===== src/rtl/dram_arb_pkg.sv =====
// Shared types and MDR control encodings for the DRAM access arbiter.
package dram_arb_pkg;

  typedef enum logic [1:0] {
    IDLE    = 2'd0,
    WRITE   = 2'd1,
    RD_WAIT = 2'd2,
    CAPTURE = 2'd3
  } state_e;

  typedef enum logic {
    OWN_CPU = 1'b0,
    OWN_LDR = 1'b1
  } owner_e;

  localparam logic [1:0] MDR_HOLD      = 2'b00;
  localparam logic [1:0] MDR_FROM_DRAM = 2'b01;
  localparam logic [1:0] MDR_FROM_BUS  = 2'b10;

endpackage


===== src/rtl/dram_arb_rr.sv =====
// Two-way round-robin grant between CPU and loader, remembering the last winner.
// Optional DRAM_ARB_LOCK_EN adds ldr_lock, which keeps the CPU out during loader bursts.
module dram_arb_rr
  import dram_arb_pkg::*;
(
  input  logic   clock,
  input  logic   reset,
  input  logic   cpu_req,
  input  logic   ldr_req,
`ifdef DRAM_ARB_LOCK_EN
  input  logic   ldr_lock,
`endif
  input  logic   grant_en,
  output logic   grant_vld,
  output owner_e grant_owner
);

  owner_e last_grant_q, last_grant_d;
  logic   cpu_ok;

  always_comb begin
    cpu_ok = cpu_req;
`ifdef DRAM_ARB_LOCK_EN
    if (ldr_lock && (last_grant_q == OWN_LDR)) cpu_ok = 1'b0;
`endif
    grant_vld = cpu_ok | ldr_req;
    if (cpu_ok && ldr_req) begin
      grant_owner = (last_grant_q == OWN_CPU) ? OWN_LDR : OWN_CPU;
    end else if (cpu_ok) begin
      grant_owner = OWN_CPU;
    end else begin
      grant_owner = OWN_LDR;
    end
    last_grant_d = last_grant_q;
    if (grant_en && grant_vld) last_grant_d = grant_owner;
  end

  // Starting from LDR lets the CPU win the first tie after reset.
  always_ff @(posedge clock) begin
    if (reset) last_grant_q <= OWN_LDR;
    else       last_grant_q <= last_grant_d;
  end

endmodule


===== src/rtl/dram_access_arbiter.sv =====
// Shares the image DRAM port between CPU (through the MDR) and the UART loader.
// Optional DRAM_ARB_LOCK_EN adds the ldr_lock input for uninterrupted loader bursts.
module dram_access_arbiter
  import dram_arb_pkg::*;
#(
  parameter int ADDR_W = 16,
  parameter int DATA_W = 8,
  parameter int RD_LAT = 2
) (
  input  logic              clock,
  input  logic              reset,
  input  logic              cpu_req,
  input  logic              cpu_we,
  input  logic [ADDR_W-1:0] cpu_addr,
  input  logic              cpu_mdr_from_bus,
  output logic              cpu_ack,
  input  logic              ldr_req,
  input  logic              ldr_we,
  input  logic [ADDR_W-1:0] ldr_addr,
  input  logic [DATA_W-1:0] ldr_wdata,
`ifdef DRAM_ARB_LOCK_EN
  input  logic              ldr_lock,
`endif
  output logic              ldr_ack,
  output logic [DATA_W-1:0] ldr_rdata,
  output logic [ADDR_W-1:0] dram_addr,
  output logic              dram_we,
  output logic              dram_wsel,
  input  logic [DATA_W-1:0] dram_rdata,
  output logic [1:0]        mdr_control
);

  localparam logic [1:0] CNT_INIT = 2'(RD_LAT - 1);

  state_e            state_q, state_d;
  owner_e            owner_q, owner_d;
  logic [1:0]        cnt_q, cnt_d;
  logic [ADDR_W-1:0] dram_addr_q, dram_addr_d;
  logic              dram_we_q, dram_we_d;
  logic              dram_wsel_q, dram_wsel_d;
  logic              cpu_ack_q, cpu_ack_d;
  logic              ldr_ack_q, ldr_ack_d;
  logic [DATA_W-1:0] ldr_rdata_q, ldr_rdata_d;

  logic              grant_vld;
  owner_e            grant_owner;
  logic              req_we;
  logic [ADDR_W-1:0] req_addr;

  // Loader write data is steered to the DRAM by dram_wsel outside this block.
  logic              unused_wdata;
  assign unused_wdata = ^ldr_wdata;

  dram_arb_rr u_rr (
    .clock       (clock),
    .reset       (reset),
    .cpu_req     (cpu_req),
    .ldr_req     (ldr_req),
`ifdef DRAM_ARB_LOCK_EN
    .ldr_lock    (ldr_lock),
`endif
    .grant_en    (state_q == IDLE),
    .grant_vld   (grant_vld),
    .grant_owner (grant_owner)
  );

  assign req_we   = (grant_owner == OWN_CPU) ? cpu_we   : ldr_we;
  assign req_addr = (grant_owner == OWN_CPU) ? cpu_addr : ldr_addr;

  always_comb begin
    state_d     = state_q;
    owner_d     = owner_q;
    cnt_d       = cnt_q;
    dram_addr_d = dram_addr_q;
    dram_we_d   = 1'b0;
    dram_wsel_d = 1'b0;
    cpu_ack_d   = 1'b0;
    ldr_ack_d   = 1'b0;
    case (state_q)
      IDLE: begin
        if (grant_vld) begin
          owner_d     = grant_owner;
          dram_addr_d = req_addr;
          if (req_we) begin
            state_d     = WRITE;
            dram_we_d   = 1'b1;
            dram_wsel_d = (grant_owner == OWN_LDR);
            cpu_ack_d   = (grant_owner == OWN_CPU);
            ldr_ack_d   = (grant_owner == OWN_LDR);
          end else begin
            state_d = RD_WAIT;
            cnt_d   = CNT_INIT;
          end
        end
      end
      WRITE: state_d = IDLE;
      RD_WAIT: begin
        if (cnt_q == 2'd0) begin
          state_d   = CAPTURE;
          cpu_ack_d = (owner_q == OWN_CPU);
          ldr_ack_d = (owner_q == OWN_LDR);
        end else begin
          cnt_d = cnt_q - 2'd1;
        end
      end
      CAPTURE: state_d = IDLE;
      default: state_d = IDLE;
    endcase
  end

  // Read data is valid on dram_rdata during CAPTURE, so the loader sees it in the ack cycle.
  always_comb begin
    ldr_rdata_d = ldr_rdata_q;
    if ((state_q == CAPTURE) && (owner_q == OWN_LDR)) ldr_rdata_d = dram_rdata;
  end

  always_comb begin
    mdr_control = cpu_mdr_from_bus ? MDR_FROM_BUS : MDR_HOLD;
    if ((state_q == CAPTURE) && (owner_q == OWN_CPU))    mdr_control = MDR_FROM_DRAM;
    else if ((state_q == WRITE) && (owner_q == OWN_CPU)) mdr_control = MDR_HOLD;
  end

  always_ff @(posedge clock) begin
    if (reset) begin
      state_q     <= IDLE;
      owner_q     <= OWN_CPU;
      cnt_q       <= 2'd0;
      dram_addr_q <= '0;
      dram_we_q   <= 1'b0;
      dram_wsel_q <= 1'b0;
      cpu_ack_q   <= 1'b0;
      ldr_ack_q   <= 1'b0;
      ldr_rdata_q <= '0;
    end else begin
      state_q     <= state_d;
      owner_q     <= owner_d;
      cnt_q       <= cnt_d;
      dram_addr_q <= dram_addr_d;
      dram_we_q   <= dram_we_d;
      dram_wsel_q <= dram_wsel_d;
      cpu_ack_q   <= cpu_ack_d;
      ldr_ack_q   <= ldr_ack_d;
      ldr_rdata_q <= ldr_rdata_d;
    end
  end

  assign cpu_ack   = cpu_ack_q;
  assign ldr_ack   = ldr_ack_q;
  assign ldr_rdata = ldr_rdata_d;
  assign dram_addr = dram_addr_q;
  assign dram_we   = dram_we_q;
  assign dram_wsel = dram_wsel_q;

`ifndef SYNTHESIS
  // A bus->MDR load requested while the CPU owns a DRAM transfer is overridden.
  always_ff @(posedge clock) begin
    if (!reset && cpu_mdr_from_bus && (owner_q == OWN_CPU))
      assert (!((state_q == CAPTURE) || (state_q == WRITE)))
        else $warning("bus->MDR load overridden by a CPU DRAM transfer");
  end
`endif

endmodule


===== config.mk =====
export PLATFORM = sky130hd
export DESIGN_NAME = dram_access_arbiter
export DESIGN_NICKNAME = d
export VERILOG_FILES = /design/src/rtl/dram_arb_pkg.sv /design/src/rtl/dram_arb_rr.sv /design/src/rtl/dram_access_arbiter.sv
export SDC_FILE = /design/constraint.sdc
export NUM_CORES = 1
export LEC_CHECK = 0
export CORE_MARGIN = 4
export CORE_UTILIZATION = 37
export DETAILED_ROUTE_END_ITERATION = 10
export PLACE_DENSITY_LB_ADDON = 0.1
export SYNTH_ARGS = -nofsm -noshare
export SYNTH_HDL_FRONTEND = slang
export SYNTH_SLANG_ARGS = --single-unit
export TNS_END_PERCENT = 100

===== constraint.sdc =====
create_clock -name clock -period 2.1 [get_ports clock]
set_input_delay 0.525 -clock clock [delete_from_list [all_inputs] [get_ports clock]]
set_output_delay 0.525 -clock clock [all_outputs]
set_load 0.05 [all_outputs]

==> results.sh, run 1 <==
export IMPL_setup_viol=0
export IMPL_detail_route_vias_per_cell=5.10
export IMPL_synthMuxAreaShare_pct=7.22
export IMPL_gp_congestion=0.795
export IMPL_grt_max_degree=21
export IMPL_rsz0062_at_grt="no"
export IMPL_cts_tree="yes"
export IMPL_dr_pass1_iters=4
export IMPL_hp_class="reg2reg"
export IMPL_grt_usage_pct=17.2
export IMPL_drc=0
export IMPL_postCtsSetupRepairBufs=0
export IMPL_rows=22
export IMPL_nets=273
export IMPL_first_iter_violations=137
export IMPL_synth_distinct_cells=35
export IMPL_ios=85
export IMPL_r2r_end="cnt_q[1]"
export IMPL_routed_via_count=1357
export IMPL_maxCapViolations=0
export IMPL_vdd_drop_max_uv=546
export IMPL_synth_xor_area_share_pct=0
export IMPL_synth_compound_area_share_pct=20.0
export IMPL_first_global_vias=1427
export IMPL_synth_nets=190
export IMPL_ys_seq_area_share_pct=48.5
export IMPL_nFillCells=292
export IMPL_slew_headroom_pct=65.4
export IMPL_cts_num_sinks=34
export IMPL_ys_ff_latch=34
export IMPL_utilization_pct=66.8
export IMPL_drt_total_wl_um=3950
export IMPL_worstPathRequired_ns=1.57
export IMPL_seqCellArea_sq_um=682
export IMPL_synth_warnings=0
export IMPL_setup_slack_ns=0.141
export IMPL_clk_pin_slew_ns=0.07
export IMPL_clock_skew_ns=0.00293
export IMPL_cp_arrival_ns=1.43
export IMPL_hold_violations=0
export IMPL_antenna_cells=0
export IMPL_synth_top_family_by_area="compound AO/OA/AOI/OAI gates"
export IMPL_synthArstFlopShare_pct=0
export IMPL_grt_antenna_before_repair=0
export IMPL_die_w_um=69.6
export IMPL_reg2reg_from="state_q[0]"
export IMPL_cts_buffers=5
export IMPL_max_freq_ghz=0.510
export IMPL_cp_num_buf_inv=1
export IMPL_layout_common_cells="clkdlybuf4s50_1 (66), dfxtp_1 (33), nor2_1 (22), a222oi_1 (16), buf_12 (11)"
export IMPL_synth_edff_count=0
export IMPL_path_class="reg2out"
export IMPL_hold_depth=2
export IMPL_clock_latency_ns=0.28
export IMPL_reg2reg_slack_ns=0.45
export IMPL_yosys_area_share_simple_pct=18.2
export IMPL_cts_hold_buf=0
export IMPL_dp_slack_ns=0.0402
export IMPL_hp_start="cnt_q[0]"
export IMPL_layout_min_cycle_time_ns=1.96
export IMPL_synth_adder_area_share_pct=0.891
export IMPL_die_y_um=69.6
export IMPL_drv_slew=0
export IMPL_area_growth_pct=74.3
export IMPL_cpPeakStageDelay_ns=0.81
export IMPL_crit_cells=1
export IMPL_cp_slowest_cell="clkdlybuf4s50_1"
export IMPL_synth_area_per_cell_sq_um=10.5
export IMPL_ys_flop_type="dfxtp_1"
export IMPL_final_common_cell="clkdlybuf4s50_1"
export IMPL_synth_cells=134
export IMPL_routedWlPerCell_um=14.8
export IMPL_io_buffer_count=76
export IMPL_drive_above_1_share_pct=21.6
export IMPL_multi_input_area_sq_um=654
export IMPL_grt_pass1_wl_um=6580
export IMPL_dp_hpwl_um=3030
export IMPL_finalSetupTns_ns=0
export IMPL_worstSetupEndpointType="output port"
export IMPL_grt_ovfl_total=0
export IMPL_p_per_area_nw_per_um2=792
export IMPL_crit_fanout=2
export IMPL_reg2reg_depth=5
export IMPL_coreArea_sq_um=3660
export IMPL_crit_path_start_kind="flop"
export IMPL_cts_root_buf="clkbuf_8"
export IMPL_fin_crit_sh_pct=93.3
export IMPL_dieArea_sq_um=4840
export IMPL_min_to="cnt_q[0]"
export IMPL_leakage_nw=0.951
export IMPL_syn_area_sq_um=1400
export IMPL_tightest_slew_ns=0.518
export IMPL_clk_path_buf_depth=2
export IMPL_htreeDepth=2
export IMPL_cpLargestDelayFamily="buffers and inverters"
export IMPL_cp_cell_sequence="clkdlybuf4s50_1"
export IMPL_ant_nets=0
export IMPL_initial_core_util_pct=38.3
export IMPL_status="finished clean"
## layout make-up
type / instances / share of cell area (%)
Timing Repair Buffer: 85 / 38.4
Sequential cell: 34 / 27.9
Multi-Input combinational cell: 87 / 26.7
Clock buffer: 6 / 3.37
Tap cell: 48 / 2.45
Inverter: 4 / 0.613
Clock inverter: 2 / 0.511
## what timing repair did
item,CTS,global route
gates resized for setup,1,1
pin swaps,0,0
setup endpoints to repair,8,8
## Yosys cell counts (2+ instances only)
cell       n  share of area, %
nor3_1     5               1.8
a211oi_1   2               1.1
dfxtp_1   34                48
buf_2      2              0.71
a222oi_1  16                11
clkbuf_1   3              0.80
mux2_2     9               7.2
inv_1      4               1.1
nor2_1    22               5.9
nor2b_1   10               4.5
buf_6      3               2.4
## registers in the layout, indices dropped and copies added (netlist names)
name,cells
ldr_ack,1
state_q,2
ldr_rdata_q,8
dram_we,1
u_rr.last_grant_q,1
dram_wsel,1
cpu_ack,1
owner_q,1
cnt_q,2
dram_addr,16
## per-layer routing
| layer | track usage, % | wire (um) |
|---|---|---|
| met1 | 17.5 | 1490 |
| met2 | 29.8 | 2040 |
| met3 | 7.83 | 351 |
| met4 | 8.24 | 68 |
| met5 | 0 | 0 |
## stage by stage
step	instances	hold WS (ns)	power [mW]	instance area [sq um]
floorplan	134	0.447	1.18	1400
global placement	258	0.464	1.44	2350
detailed placement	258	0.479	1.46	2350
CTS	266	0.490	1.96	2450
global route	266	0.500	2.04	2450
finish	266	0.490	1.94	2450
## how the worst max path moves through the flow
stage,from,endpoint,slack (ns)
finish,dram_addr[13],dram_addr[13],0.14
global route,dram_addr[13],dram_addr[13],0.06
CTS,state_q[1],ldr_rdata[4],0.05
detailed placement,cpu_req,cnt_q[1],0.04
global placement,cpu_req,cnt_q[1],0.06
floorplan,cpu_mdr_from_bus,mdr_control[1],0.28
## worst register-to-register path, delay by kind of cell (launching register included)
kind | cells | cell delay (ns)
mux | 1 | 0.37
compound gates | 1 | 0.35
flops | 1 | 0.34
simple gates | 2 | 0.32
buf+inv | 1 | 0.16
## kinds of logic (layout without fill, tap and decap cells)
kind of cell,after synthesis,in the layout
buffers and inverters,13,97
muxes,9,9
DFF,34,34
AOI/OAI and AO/OA,29,29
and+or+nand+nor,48,48
adders and majority gates,1,1
## power breakdown
group	switching [mW]	internal (mW)	leakage [nW]	total (mW)
logic	0.386	0.309	0.625	0.695
registers	0.0392	0.711	0.279	0.750
clock network	0.230	0.263	0.0472	0.493
Note: power is estimated with default switching activity, not from simulation.
==> inputs of run 2 (changes only) <==
--- a/config.mk
+++ b/config.mk
@@ -9,6 +9,7 @@
 export CORE_UTILIZATION = 37
 export DETAILED_ROUTE_END_ITERATION = 10
 export PLACE_DENSITY_LB_ADDON = 0.1
+export SKIP_LAST_GASP = 1
 export SYNTH_ARGS = -nofsm -noshare
 export SYNTH_HDL_FRONTEND = slang
 export SYNTH_SLANG_ARGS = --single-unit
==> results of run 2 <==
Final layout, timing and power as in run 1 (identical DEF).
==> inputs of run 3 (changes only) <==
--- a/config.mk
+++ b/config.mk
@@ -5,9 +5,12 @@
 export SDC_FILE = /design/constraint.sdc
 export NUM_CORES = 1
 export LEC_CHECK = 0
+export CELL_PAD_IN_SITES_DETAIL_PLACEMENT = 1
+export CELL_PAD_IN_SITES_GLOBAL_PLACEMENT = 1
 export CORE_MARGIN = 4
-export CORE_UTILIZATION = 37
+export CORE_UTILIZATION = 26
 export DETAILED_ROUTE_END_ITERATION = 10
+export MAX_ROUTING_LAYER = met4
 export PLACE_DENSITY_LB_ADDON = 0.1
 export SKIP_LAST_GASP = 1
 export SYNTH_ARGS = -nofsm -noshare
==> run 3 against run 2 <==
Effect of this change:
- sequential power is essentially flat
- clock skew about the same
- utilization shrank 19 points
- clock power is essentially flat
- sequential share of layout area shrank 0.55 points
- final area increased by 1.8%
- non-clock buffer count grew 4
- die area grew 37%
- wire length up 8.5%
==> results.sh, run 3 (same netlist as run 1, synthesis figures left out) <==
export IMPL_dp_hpwl_um=3430
export IMPL_slew_headroom_pct=65.3
export IMPL_grt_ovfl_total=0
export IMPL_die_w_um=81.5
export IMPL_power_share_sequential_pct=38.7
export IMPL_status="finished clean"
export IMPL_postCtsSetupRepairBufs=0
export IMPL_maxCapViolations=0
export IMPL_cpPeakStageDelay_ns=0.50
export IMPL_area_growth_pct=77.5
export IMPL_crit_fanout=8
export IMPL_layout_common_cells="clkdlybuf4s50_1 (65), dfxtp_1 (34), nor2_1 (22), a222oi_1 (16), buf_4 (14)"
export IMPL_cp_arrival_ns=1.47
export IMPL_max_freq_ghz=0.502
export IMPL_clk_path_buf_depth=2
export IMPL_largest_register_ffs=16
export IMPL_die_y_um=81.5
export IMPL_swShare_pct=33.9
export IMPL_ant_nets=0
export IMPL_routedWlPerCell_um=14.7
export IMPL_grt_usage_pct=14.7
export IMPL_worstPathRequired_ns=1.57
export IMPL_dieArea_sq_um=6640
export IMPL_clock_latency_ns=0.28
export IMPL_hold_depth=2
export IMPL_dr_pass1_iters=5
export IMPL_tightest_slew_ns=0.519
export IMPL_io_buffer_count=76
export IMPL_first_iter_violations=69
export IMPL_p_per_area_nw_per_um2=781
export IMPL_crit_path_start_kind="flop"
export IMPL_routed_via_count=1406
export IMPL_reg2reg_slack_ns=0.41
export IMPL_leakage_nw=0.970
export IMPL_detail_route_vias_per_cell=4.82
export IMPL_drive_above_1_share_pct=22.5
export IMPL_drc=0
export IMPL_comb_power_share_pct=36.0
export IMPL_cts_buffers=5
export IMPL_coreArea_sq_um=5170
export IMPL_cpLargestDelayFamily="flip-flops"
export IMPL_htreeDepth=2
export IMPL_worstSetupEndpointType="output port"
export IMPL_layout_min_cycle_time_ns=1.99
export IMPL_cp_cell_sequence="nand3_4 > mux2_2 > buf_12"
export IMPL_finalSetupTns_ns=0
export IMPL_cp_num_buf_inv=1
export IMPL_ios=85
export IMPL_gp_congestion=0.839
export IMPL_cts_num_sinks=34
export IMPL_clock_skew_ns=0.00333
export IMPL_hold_violations=0
export IMPL_reg2reg_depth=5
export IMPL_first_global_vias=1590
export IMPL_pwr_share_clk_pct=25.4
export IMPL_rows=26
export IMPL_cp_slowest_cell="dfxtp_1"
export IMPL_hp_class="reg2reg"
export IMPL_rsz0062_at_grt="no"
export IMPL_cts_root_buf="clkbuf_8"
export IMPL_cts_hold_buf=0
export IMPL_total_power_mw=1.95
export IMPL_cts_tree="yes"
export IMPL_drv_slew=0
export IMPL_clk_pin_slew_ns=0.07
export IMPL_initial_core_util_pct=27.1
export IMPL_path_class="reg2out"
export IMPL_drt_total_wl_um=4280
export IMPL_setup_viol=0
export IMPL_fin_crit_sh_pct=94.8
export IMPL_internal_power_mw=1.29
export IMPL_final_common_cell="clkdlybuf4s50_1"
export IMPL_grt_pass1_wl_um=7280
export IMPL_vdd_drop_max_uv=295
export IMPL_nets=277
export IMPL_antenna_cells=0
export IMPL_grt_max_degree=18
export IMPL_nFillCells=564
export IMPL_crit_cells=3
export IMPL_switchingPower_mw=0.661
export IMPL_grt_antenna_before_repair=0
## run 3: final cells by class
class                      instances  area (sq um)  share of cell area, %
clock buffer                       7          86.3                   3.46
clock inverter                     1          5.00                  0.201
inverter                           4          15.0                  0.602
multi-input combinational         87           662                   26.6
sequential                        34           681                   27.3
tap                               70          87.6                   3.51
timing repair buffer              89           956                   38.4
## run 3: worst paths after layout
check | from | end
setup / recovery | state_q[1] | ldr_rdata[1]
hold / removal | cnt_q[0] | cnt_q[0]
setup reg to reg | state_q[0] | cnt_q[1]
hold reg to reg | cnt_q[0] | cnt_q[0]
## run 3: stage by stage
stage	hold slack, ns	cells	util [%]	worst slack (ns)	instance area (sq um)
2_1_floorplan	0.447	134	-	0.277	1400
3_3_place_gp	0.462	284	46.2	0.0393	2390
3_5_place_dp	0.476	284	46.2	0.0161	2390
4_1_cts	0.486	292	48.2	0.0640	2490
5_1_grt	0.529	292	48.2	0.0102	2490
6_report	0.484	292	48.2	0.110	2490
## run 3: repair_timing
action                     CTS  global route
setup endpoints to repair    8             0
hold endpoints to repair     0             0
resized for setup            2             0
## run 3: metal layers
metal	track usage (%)	up-vias	share of wire, %
met3	3.51	7	5.0
met4	7.26	0	2.1
li1	-	673	-
met2	24.8	54	52
met5	-	-	0
met1	16.0	672	41
## run 3: power by group through the flow
stage	sequential [mW]	clock [mW]	combinational, mW
4_1_cts	0.754	0.518	0.710
6_report	0.753	0.494	0.700
3_5_place_dp	0.763	0	0.706
5_1_grt	0.760	0.545	0.757
2_1_floorplan	0.913	0	0.268
3_3_place_gp	0.758	0	0.690
## run 3: tightest hold or removal path: stages, from the launching register on
cell and delay (ns):
dfxtp_1 0.31, inv_1 0.07, a21oi_1 0.06
